### src/rtl/a2_bridge_pkg.sv
// Shared register-select codes and drive FSM encoding for the Apple II bridge responder.
package a2_bridge_pkg;

   localparam logic [2:0] SEL_CTRL    = 3'd0;
   localparam logic [2:0] SEL_DATA    = 3'd1;
   localparam logic [2:0] SEL_ADDR_LO = 3'd2;
   localparam logic [2:0] SEL_ADDR_HI = 3'd3;
   localparam logic [2:0] SEL_MEM2    = 3'd4;
   localparam logic [2:0] SEL_DIP     = 3'd5;

   typedef enum logic [1:0] {
      ST_IDLE  = 2'd0,
      ST_ARMED = 2'd1,
      ST_DRIVE = 2'd2,
      ST_HOLD  = 2'd3
   } drive_state_t;

endpackage

### src/rtl/a2_bridge_sync.sv
// Two-flop synchroniser for a bus of asynchronous inputs, with optional
// rise/fall pulses derived from bit 0 of the synchronised bus.
module a2_bridge_sync #(
   parameter int WIDTH   = 1,
   parameter bit EDGE_EN = 1'b0
) (
   input  logic             i_clk,
   input  logic             i_rst,
   input  logic [WIDTH-1:0] i_d,
   output logic [WIDTH-1:0] o_q,
   output logic             o_rise,
   output logic             o_fall
);

   logic [WIDTH-1:0] r_meta;
   logic [WIDTH-1:0] r_sync;

   always_ff @(posedge i_clk or posedge i_rst) begin
      if (i_rst) begin
         r_meta <= '0;
         r_sync <= '0;
      end else begin
         r_meta <= i_d;
         r_sync <= r_meta;
      end
   end

   assign o_q = r_sync;

   generate
      if (EDGE_EN) begin : g_edge
         logic r_prev;
         always_ff @(posedge i_clk or posedge i_rst) begin
            if (i_rst) r_prev <= 1'b0;
            else       r_prev <= r_sync[0];
         end
         assign o_rise = r_sync[0] & ~r_prev;
         assign o_fall = ~r_sync[0] & r_prev;
      end else begin : g_no_edge
         assign o_rise = 1'b0;
         assign o_fall = 1'b0;
      end
   endgenerate

endmodule

### src/rtl/a2_bridge_responder.sv
// Bridge-side responder: snapshot reads of the Apple II slot, GPIO writes and
// a phi0-timed drive of one byte onto the Apple data bus.
//
// state    | meaning
// ---------+------------------------------------------------------------
// ST_IDLE  | no byte pending for the Apple bus
// ST_ARMED | byte latched, waiting for phi0 rise (times out to IDLE)
// ST_DRIVE | driving the Apple data bus while phi0 is high
// ST_HOLD  | keep driving HOLD_CYCLES cycles after phi0 falls
module a2_bridge_responder
   import a2_bridge_pkg::*;
#(
   parameter int HOLD_CYCLES = 2,
   parameter int ARM_TIMEOUT = 64
) (
   input  logic        clk_logic,
   input  logic        device_reset,
   input  logic [2:0]  bridge_sel_i,
   input  logic        bridge_rd_n_i,
   input  logic        bridge_wr_n_i,
   input  logic [7:0]  bridge_d_i,
   output logic [7:0]  bridge_d_o,
   output logic        bridge_d_oe_o,
   input  logic        bus_d_oe_n_i,
   input  logic [15:0] a2_addr_i,
   input  logic [7:0]  a2_data_i,
   input  logic        a2_rw_n_i,
   input  logic        a2_m2sel_n_i,
   input  logic        a2_m2b0_i,
   input  logic        a2_phi0_i,
   input  logic [7:0]  gpio_in_i,
   input  logic [3:0]  dip_n_i,
   output logic [7:0]  gpio_out_o,
   output logic [7:0]  a2_data_o,
   output logic        a2_data_oe_o,
   output logic        protocol_err_o
);

   localparam int SYNC_W = 39;

   logic [SYNC_W-1:0] w_sync_d, w_sync_q;
   logic [7:1]  w_gpio_in_s;
   logic [3:0]  w_dip_n_s;
   logic [15:0] w_addr_s;
   logic [7:0]  w_data_s;
   logic        w_rw_n_s, w_m2sel_n_s, w_m2b0_s, w_phi0_s;
   logic        w_phi0_rise, w_phi0_fall;
   logic [1:0]  w_unused;

   // phi0 sits at bit 0 so the synchroniser's edge detector watches it
   assign w_sync_d = {gpio_in_i[7:1], dip_n_i, a2_addr_i, a2_data_i,
                      a2_rw_n_i, a2_m2sel_n_i, a2_m2b0_i, a2_phi0_i};
   assign {w_gpio_in_s, w_dip_n_s, w_addr_s, w_data_s,
           w_rw_n_s, w_m2sel_n_s, w_m2b0_s, w_phi0_s} = w_sync_q;
   assign w_unused = {gpio_in_i[0], w_phi0_s};

   a2_bridge_sync #(.WIDTH(SYNC_W), .EDGE_EN(1'b1)) u_sync (
      .i_clk  (clk_logic),
      .i_rst  (device_reset),
      .i_d    (w_sync_d),
      .o_q    (w_sync_q),
      .o_rise (w_phi0_rise),
      .o_fall (w_phi0_fall)
   );

   logic        w_rd, w_wr, w_snap_cond, w_commit, w_arm;
   logic        r_snap_cond_q, r_wr_pend, r_perr;
   logic [2:0]  r_wsel;
   logic [7:0]  r_wdata, r_gpio_out, r_out_byte;
   logic [15:0] r_addr_snap;
   logic        r_rw_n_snap, r_m2sel_n_snap, r_m2b0_snap;
   logic [6:0]  r_to_cnt;
   logic [7:0]  r_hold_cnt;
   drive_state_t r_state;

   assign w_rd        = ~bridge_rd_n_i;
   assign w_wr        = ~bridge_wr_n_i;
   assign w_snap_cond = w_rd && (bridge_sel_i == SEL_ADDR_LO);
   assign w_commit    = r_wr_pend & bridge_wr_n_i;
   assign w_arm       = w_commit && (r_wsel == SEL_DATA);

   always_ff @(posedge clk_logic or posedge device_reset) begin
      if (device_reset) begin
         r_snap_cond_q  <= 1'b0;
         r_addr_snap    <= '0;
         r_rw_n_snap    <= 1'b0;
         r_m2sel_n_snap <= 1'b0;
         r_m2b0_snap    <= 1'b0;
      end else begin
         r_snap_cond_q <= w_snap_cond;
         if (w_snap_cond && !r_snap_cond_q) begin
            r_addr_snap    <= w_addr_s;
            r_rw_n_snap    <= w_rw_n_s;
            r_m2sel_n_snap <= w_m2sel_n_s;
            r_m2b0_snap    <= w_m2b0_s;
         end
      end
   end

   // A cycle with both strobes low is never captured, but does not cancel a pending commit
   always_ff @(posedge clk_logic or posedge device_reset) begin
      if (device_reset) begin
         r_wr_pend  <= 1'b0;
         r_wsel     <= '0;
         r_wdata    <= '0;
         r_gpio_out <= 8'hFF;
         r_perr     <= 1'b0;
      end else begin
         if (w_wr && !w_rd) begin
            r_wr_pend <= 1'b1;
            r_wsel    <= bridge_sel_i;
            r_wdata   <= bridge_d_i;
         end else if (bridge_wr_n_i) begin
            r_wr_pend <= 1'b0;
         end
         if (w_commit && (r_wsel == SEL_CTRL)) r_gpio_out <= r_wdata;
         if (w_rd && w_wr) r_perr <= 1'b1;
      end
   end

   always_ff @(posedge clk_logic or posedge device_reset) begin
      if (device_reset) begin
         r_state    <= ST_IDLE;
         r_out_byte <= '0;
         r_to_cnt   <= '0;
         r_hold_cnt <= '0;
      end else if (w_arm) begin
         r_state    <= ST_ARMED;
         r_out_byte <= r_wdata;
         r_to_cnt   <= '0;
      end else begin
         case (r_state)
            ST_IDLE: r_state <= ST_IDLE;
            ST_ARMED: begin
               if (w_phi0_rise)                         r_state  <= ST_DRIVE;
               else if (r_to_cnt == 7'(ARM_TIMEOUT))    r_state  <= ST_IDLE;
               else if (r_to_cnt != 7'h7F)              r_to_cnt <= r_to_cnt + 7'd1;
            end
            ST_DRIVE: begin
               if (w_phi0_fall) begin
                  r_state    <= ST_HOLD;
                  r_hold_cnt <= 8'(HOLD_CYCLES - 1);
               end
            end
            ST_HOLD: begin
               if (r_hold_cnt == 8'd0) r_state    <= ST_IDLE;
               else                    r_hold_cnt <= r_hold_cnt - 8'd1;
            end
            default: r_state <= ST_IDLE;
         endcase
      end
   end

   always_comb begin
      bridge_d_o = 8'hFF;
      case (bridge_sel_i)
         SEL_CTRL:    bridge_d_o = {w_gpio_in_s, r_rw_n_snap};
         SEL_DATA:    bridge_d_o = w_data_s;
         SEL_ADDR_LO: bridge_d_o = r_addr_snap[7:0];
         SEL_ADDR_HI: bridge_d_o = r_addr_snap[15:8];
         SEL_MEM2:    bridge_d_o = {6'h3F, r_m2sel_n_snap, r_m2b0_snap};
         SEL_DIP:     bridge_d_o = {4'hF, w_dip_n_s};
         default:     bridge_d_o = 8'hFF;
      endcase
   end

   assign bridge_d_oe_o  = w_rd & ~w_wr;
   assign gpio_out_o     = r_gpio_out;
   assign protocol_err_o = r_perr;
   assign a2_data_o      = r_out_byte;
   assign a2_data_oe_o   = ((r_state == ST_DRIVE) || (r_state == ST_HOLD)) && !bus_d_oe_n_i;

endmodule

### config.mk
export PLATFORM = sky130hd
export DESIGN_NAME = a2_bridge_responder
export DESIGN_NICKNAME = d
export VERILOG_FILES = /design/src/rtl/a2_bridge_pkg.sv /design/src/rtl/a2_bridge_sync.sv /design/src/rtl/a2_bridge_responder.sv
export SDC_FILE = /design/constraint.sdc
export NUM_CORES = 1
export LEC_CHECK = 0
export ABC_AREA = 1
export CORE_ASPECT_RATIO = 0.6
export CORE_MARGIN = 2
export CORE_UTILIZATION = 48
export DETAILED_ROUTE_END_ITERATION = 10
export GPL_TIMING_DRIVEN = 1
export PLACE_DENSITY = 0.86
export RECOVER_POWER = 25
export SYNTH_ARGS = -nofsm -noshare
export SYNTH_HDL_FRONTEND = slang
export SYNTH_SLANG_ARGS = --single-unit
### constraint.sdc
create_clock -name clk_logic -period 5.6 [get_ports clk_logic]
set_clock_uncertainty 0.15 [all_clocks]
set_input_delay 1.68 -clock clk_logic [delete_from_list [all_inputs] [get_ports clk_logic]]
set_output_delay 1.68 -clock clk_logic [all_outputs]
set_load 0.01 [all_outputs]
==> run_results.csv, run 1 <==
group,metric,value,unit
yosys,yosysMostFrequentCell,"dfrtp_1",
drt,wire_per_inst,15.1,um
drt,drt-total-wl,11600,um
timing,maxSlewViolCount,0,
grt,antenna_found_initial,0,
yosys,ys_seq_area_share,67.0,%
outcome,status,"completed",
timing,finalCriticalPeriod,5.43,ns
floorplan,rows,30,
placed_design,portBuffers,81,
clock_network,tritoncts,"built",
final_layout,layout-drive-gt1-share,10.8,%
floorplan,initial_utilization,48.7,%
yosys,ys_ff_latch,145,
clock_network,htreeDepth,4,
yosys,synth_compound_area_share,5.78,%
setup_path,crit_buf_inv,4,
floorplan,dieWidth,141,um
timing,rsz0062_at_grt,"false",
grt,grt_max_degree,65,
yosys,synth.distinct_cells,31,
clock_network,cts.sinks,145,
grt,grt_pass1_wl,18900,um
clock_network,cts_root_buffer,"clkbuf_16",
drt,first_iter_violations,281,
yosys,synthSimpleGateAreaFrac,19.4,%
timing,tns,0,ns
setup_path,critPathCaptureType,"primary output",
setup_path,critical_path_required,3.77,ns
worst_hold_path,hp-class,"reg -> reg",
power,power_density,418,nW/um^2
clock_network,insertion_delay,0.42,ns
floorplan,dieArea,12200,um^2
timing,hold_viol,0,
yosys,synth_fa_ha_area_share,1.61,%
yosys,async_reset_ff_share,100,%
yosys,synthTopCellsByArea,"dfrtp_1 63%, nand2_1 9.1%, dfstp_2 3.9%",
yosys,syn_nets,579,
yosys,yosys.area.top_type,"dfrtp_1",
clock_network,cts_buffers,17,
yosys,synth_edf_count,0,
power,ir_drop,0.312,mV
setup_path,cp_cell_sequence,"clkdlybuf4s50_1 -> clkinv_4 -> nand3_2 -> inv_1 -> nand2_1 -> nand2_1 -> a21oi_1 -> nand4_1 -> clkdlybuf4s50_1",
timing,tightestPinTransition,0.924,ns
placed_design,dp_hpwl,8070,um
final_layout,layout.cells.non_filler,764,
yosys,synthTopCellsByCount,"137 x dfrtp_1, 132 x nand2_1, 47 x inv_1, 40 x nand3_1, 33 x nor2_1",
run,max_cap_violations,0,
setup_path,arrival,3.60,ns
grt,grt_usage,20.3,%
final_layout,post-route-util,62.5,%
drt,drt_first_pass_iters,4,
drt,num_vias,3881,
yosys,synth_top_area_share,63.1,%
clock_network,postCtsHoldBufs,0,
floorplan,core,11100,um^2
grt,overflow,0,
placed_design,place_inst,732,
yosys,synth_xor_area_share,0.806,%
timing,period_share,96.9,%
setup_path,worstSetupStartpointType,"input port",
timing,setup-violations-final,0,
setup_path,cp_top_family,"buffers and inverters",
yosys,synth_top_family_by_area,"simple AND/OR/NAND/NOR gates",
setup_path,critPathMaxStageDelay,0.61,ns
setup_path,slowest_stage,"clkdlybuf4s50_1",
yosys,syn-mean-instance-area,10.5,um^2
yosys,synth_warnings,0,
setup_path,r2r_slack,3.64,ns
clock_network,clk_pin_slew,0.06,ns
timing,maxClockFrequency,184,MHz
placed_design,pre_cts_ws,0.199,ns
clock_network,clockBufferDepth,2,
yosys,synthMuxAreaShare,0,%
final_layout,nNetsFinal,670,
floorplan,ios,83,
timing,max_slew_margin,38.3,%
grt,grt_pass1_vias,3905,
placed_design,place.gp.congestion,0.875,
yosys,synth_ff_type,"dfrtp_1",
setup_path,cp_max_fo,8,
yosys,synth_cells,516,
drt,vias_per_cell,5.08,
setup_path,crit_type,"in -> out",
power,power_leakage,3.27,nW
drt,antenna_left,0,
clock_network,post_cts_resized,0,
timing,worst_slack,0.174,ns
clock_network,cts_setup_buffers,0,
floorplan,die_y,86.4,um
yosys,syn_area,5430,um^2
drt,route.detailed.drc,0,
final_layout,diodes,0,
final_layout,area_delta_synth_final,28.3,%
[worst reg2reg max path, cell delays in order, from the launching register on]
cell,delay (ns)
dfrtp_1,0.42
inv_1,0.10
ha_1,0.22
inv_1,0.08
nor2_1,0.27
nand2_1,0.20
nor2_4,0.17
inv_1,0.08
nor2_1,0.09
nor2_1,0.06
[flip-flops by register name (all words and copies together), names as in the netlist]
| register | flops |
|---|---|
| a2_data_o | 8 |
| gpio_out_o | 8 |
| protocol_err_o | 1 |
| r_addr_snap | 16 |
| r_hold_cnt | 8 |
| r_m2b0_snap | 1 |
| r_m2sel_n_snap | 1 |
| r_rw_n_snap | 1 |
| r_snap_cond_q | 1 |
| r_state | 2 |
| r_to_cnt | 7 |
| r_wdata | 8 |
| r_wr_pend | 1 |
| r_wsel | 3 |
| u_sync.g_edge.r_prev | 1 |
| u_sync.o_q | 39 |
| u_sync.r_meta | 39 |
[cell families after synthesis]
group / count (synthesis)
AO/OA/AOI/OAI: 58
XOR/XNOR: 5
adder cells (fa/ha/maj): 7
buffers and inverters: 66
flip-flops: 145
AND/OR/NAND/NOR: 235
[final timing paths]
kind                             endpoint  cells past startpoint              start
setup reg to reg              r_to_cnt[1]                      9         r_state[1]
min in group asynchronous    a2_data_o[7]                      2       device_reset
setup / recovery            bridge_d_o[3]                      9    bridge_sel_i[2]
hold reg to reg            u_sync.o_q[20]                      0  u_sync.r_meta[20]
max in group asynchronous  r_addr_snap[9]                      3       device_reset
hold / removal             u_sync.o_q[20]                      0  u_sync.r_meta[20]
[stage by stage]
step	power (mW)	hold WS [ns]	instance area, um^2
floorplan	1.58	0.181	5430
global placement	1.79	0.186	6380
finish	2.91	0.191	6970
detailed placement	1.81	0.185	6380
global route	3.06	0.199	6970
CTS	2.94	0.195	6970
[cell type report]
cell class | instances | area, um^2
Clock inverter | 14 | 158
Fill cell | 849 | 4180
Tap cell | 144 | 180
Timing Repair Buffer | 85 | 853
Inverter | 53 | 210
Clock buffer | 18 | 429
Multi-Input combinational cell | 305 | 1500
Sequential cell | 145 | 3640
[layer usage]
layer | part of all wire [%] | vias to the layer above | GRT usage, % | routed length [um]
li1 | - | 1830 | - | -
met1 | 46 | 1921 | 27.5 | 5300
met2 | 48 | 111 | 32.0 | 5500
met3 | 4.9 | 19 | 5.97 | 571
met4 | 1.6 | 0 | 6.64 | 186
met5 | 0 | - | 0 | 0
[placed cells by master, fill, tap and decap left out, types with 2 or more instances in the layout]
cell and instances:
nand2_4 3, clkdlybuf4s50_1 42, o21ai_1 3, buf_4 3
inv_1 46, nand4_1 13, xor2_1 5, ha_1 7
dfstp_2 8, clkinvlp_4 7, nand2_1 132, inv_6 3
and3_1 2, nand3_2 3, inv_2 4, o21ai_0 29
a31oi_1 3, clkbuf_16 17, bufinv_16 2, nand3_1 40
nor2_4 4, clkinv_4 4, dfrtp_1 137, nor2_2 3
dlygate4sd3_1 39, a21oi_1 17, nor2_1 33, o21ai_2 3
[where the power goes]
group          switching (mW)  internal, mW
clock                   0.452         0.661
sequential             0.0897          1.21
combinational           0.260         0.233
No activity file was read; power rests on OpenSTA's default activity.
==> run 2: changes to the inputs <==
- HOLD_SLACK_MARGIN: unset -> 0.02
==> results of run 2 <==
Final layout, timing and power as in run 1 (identical DEF).
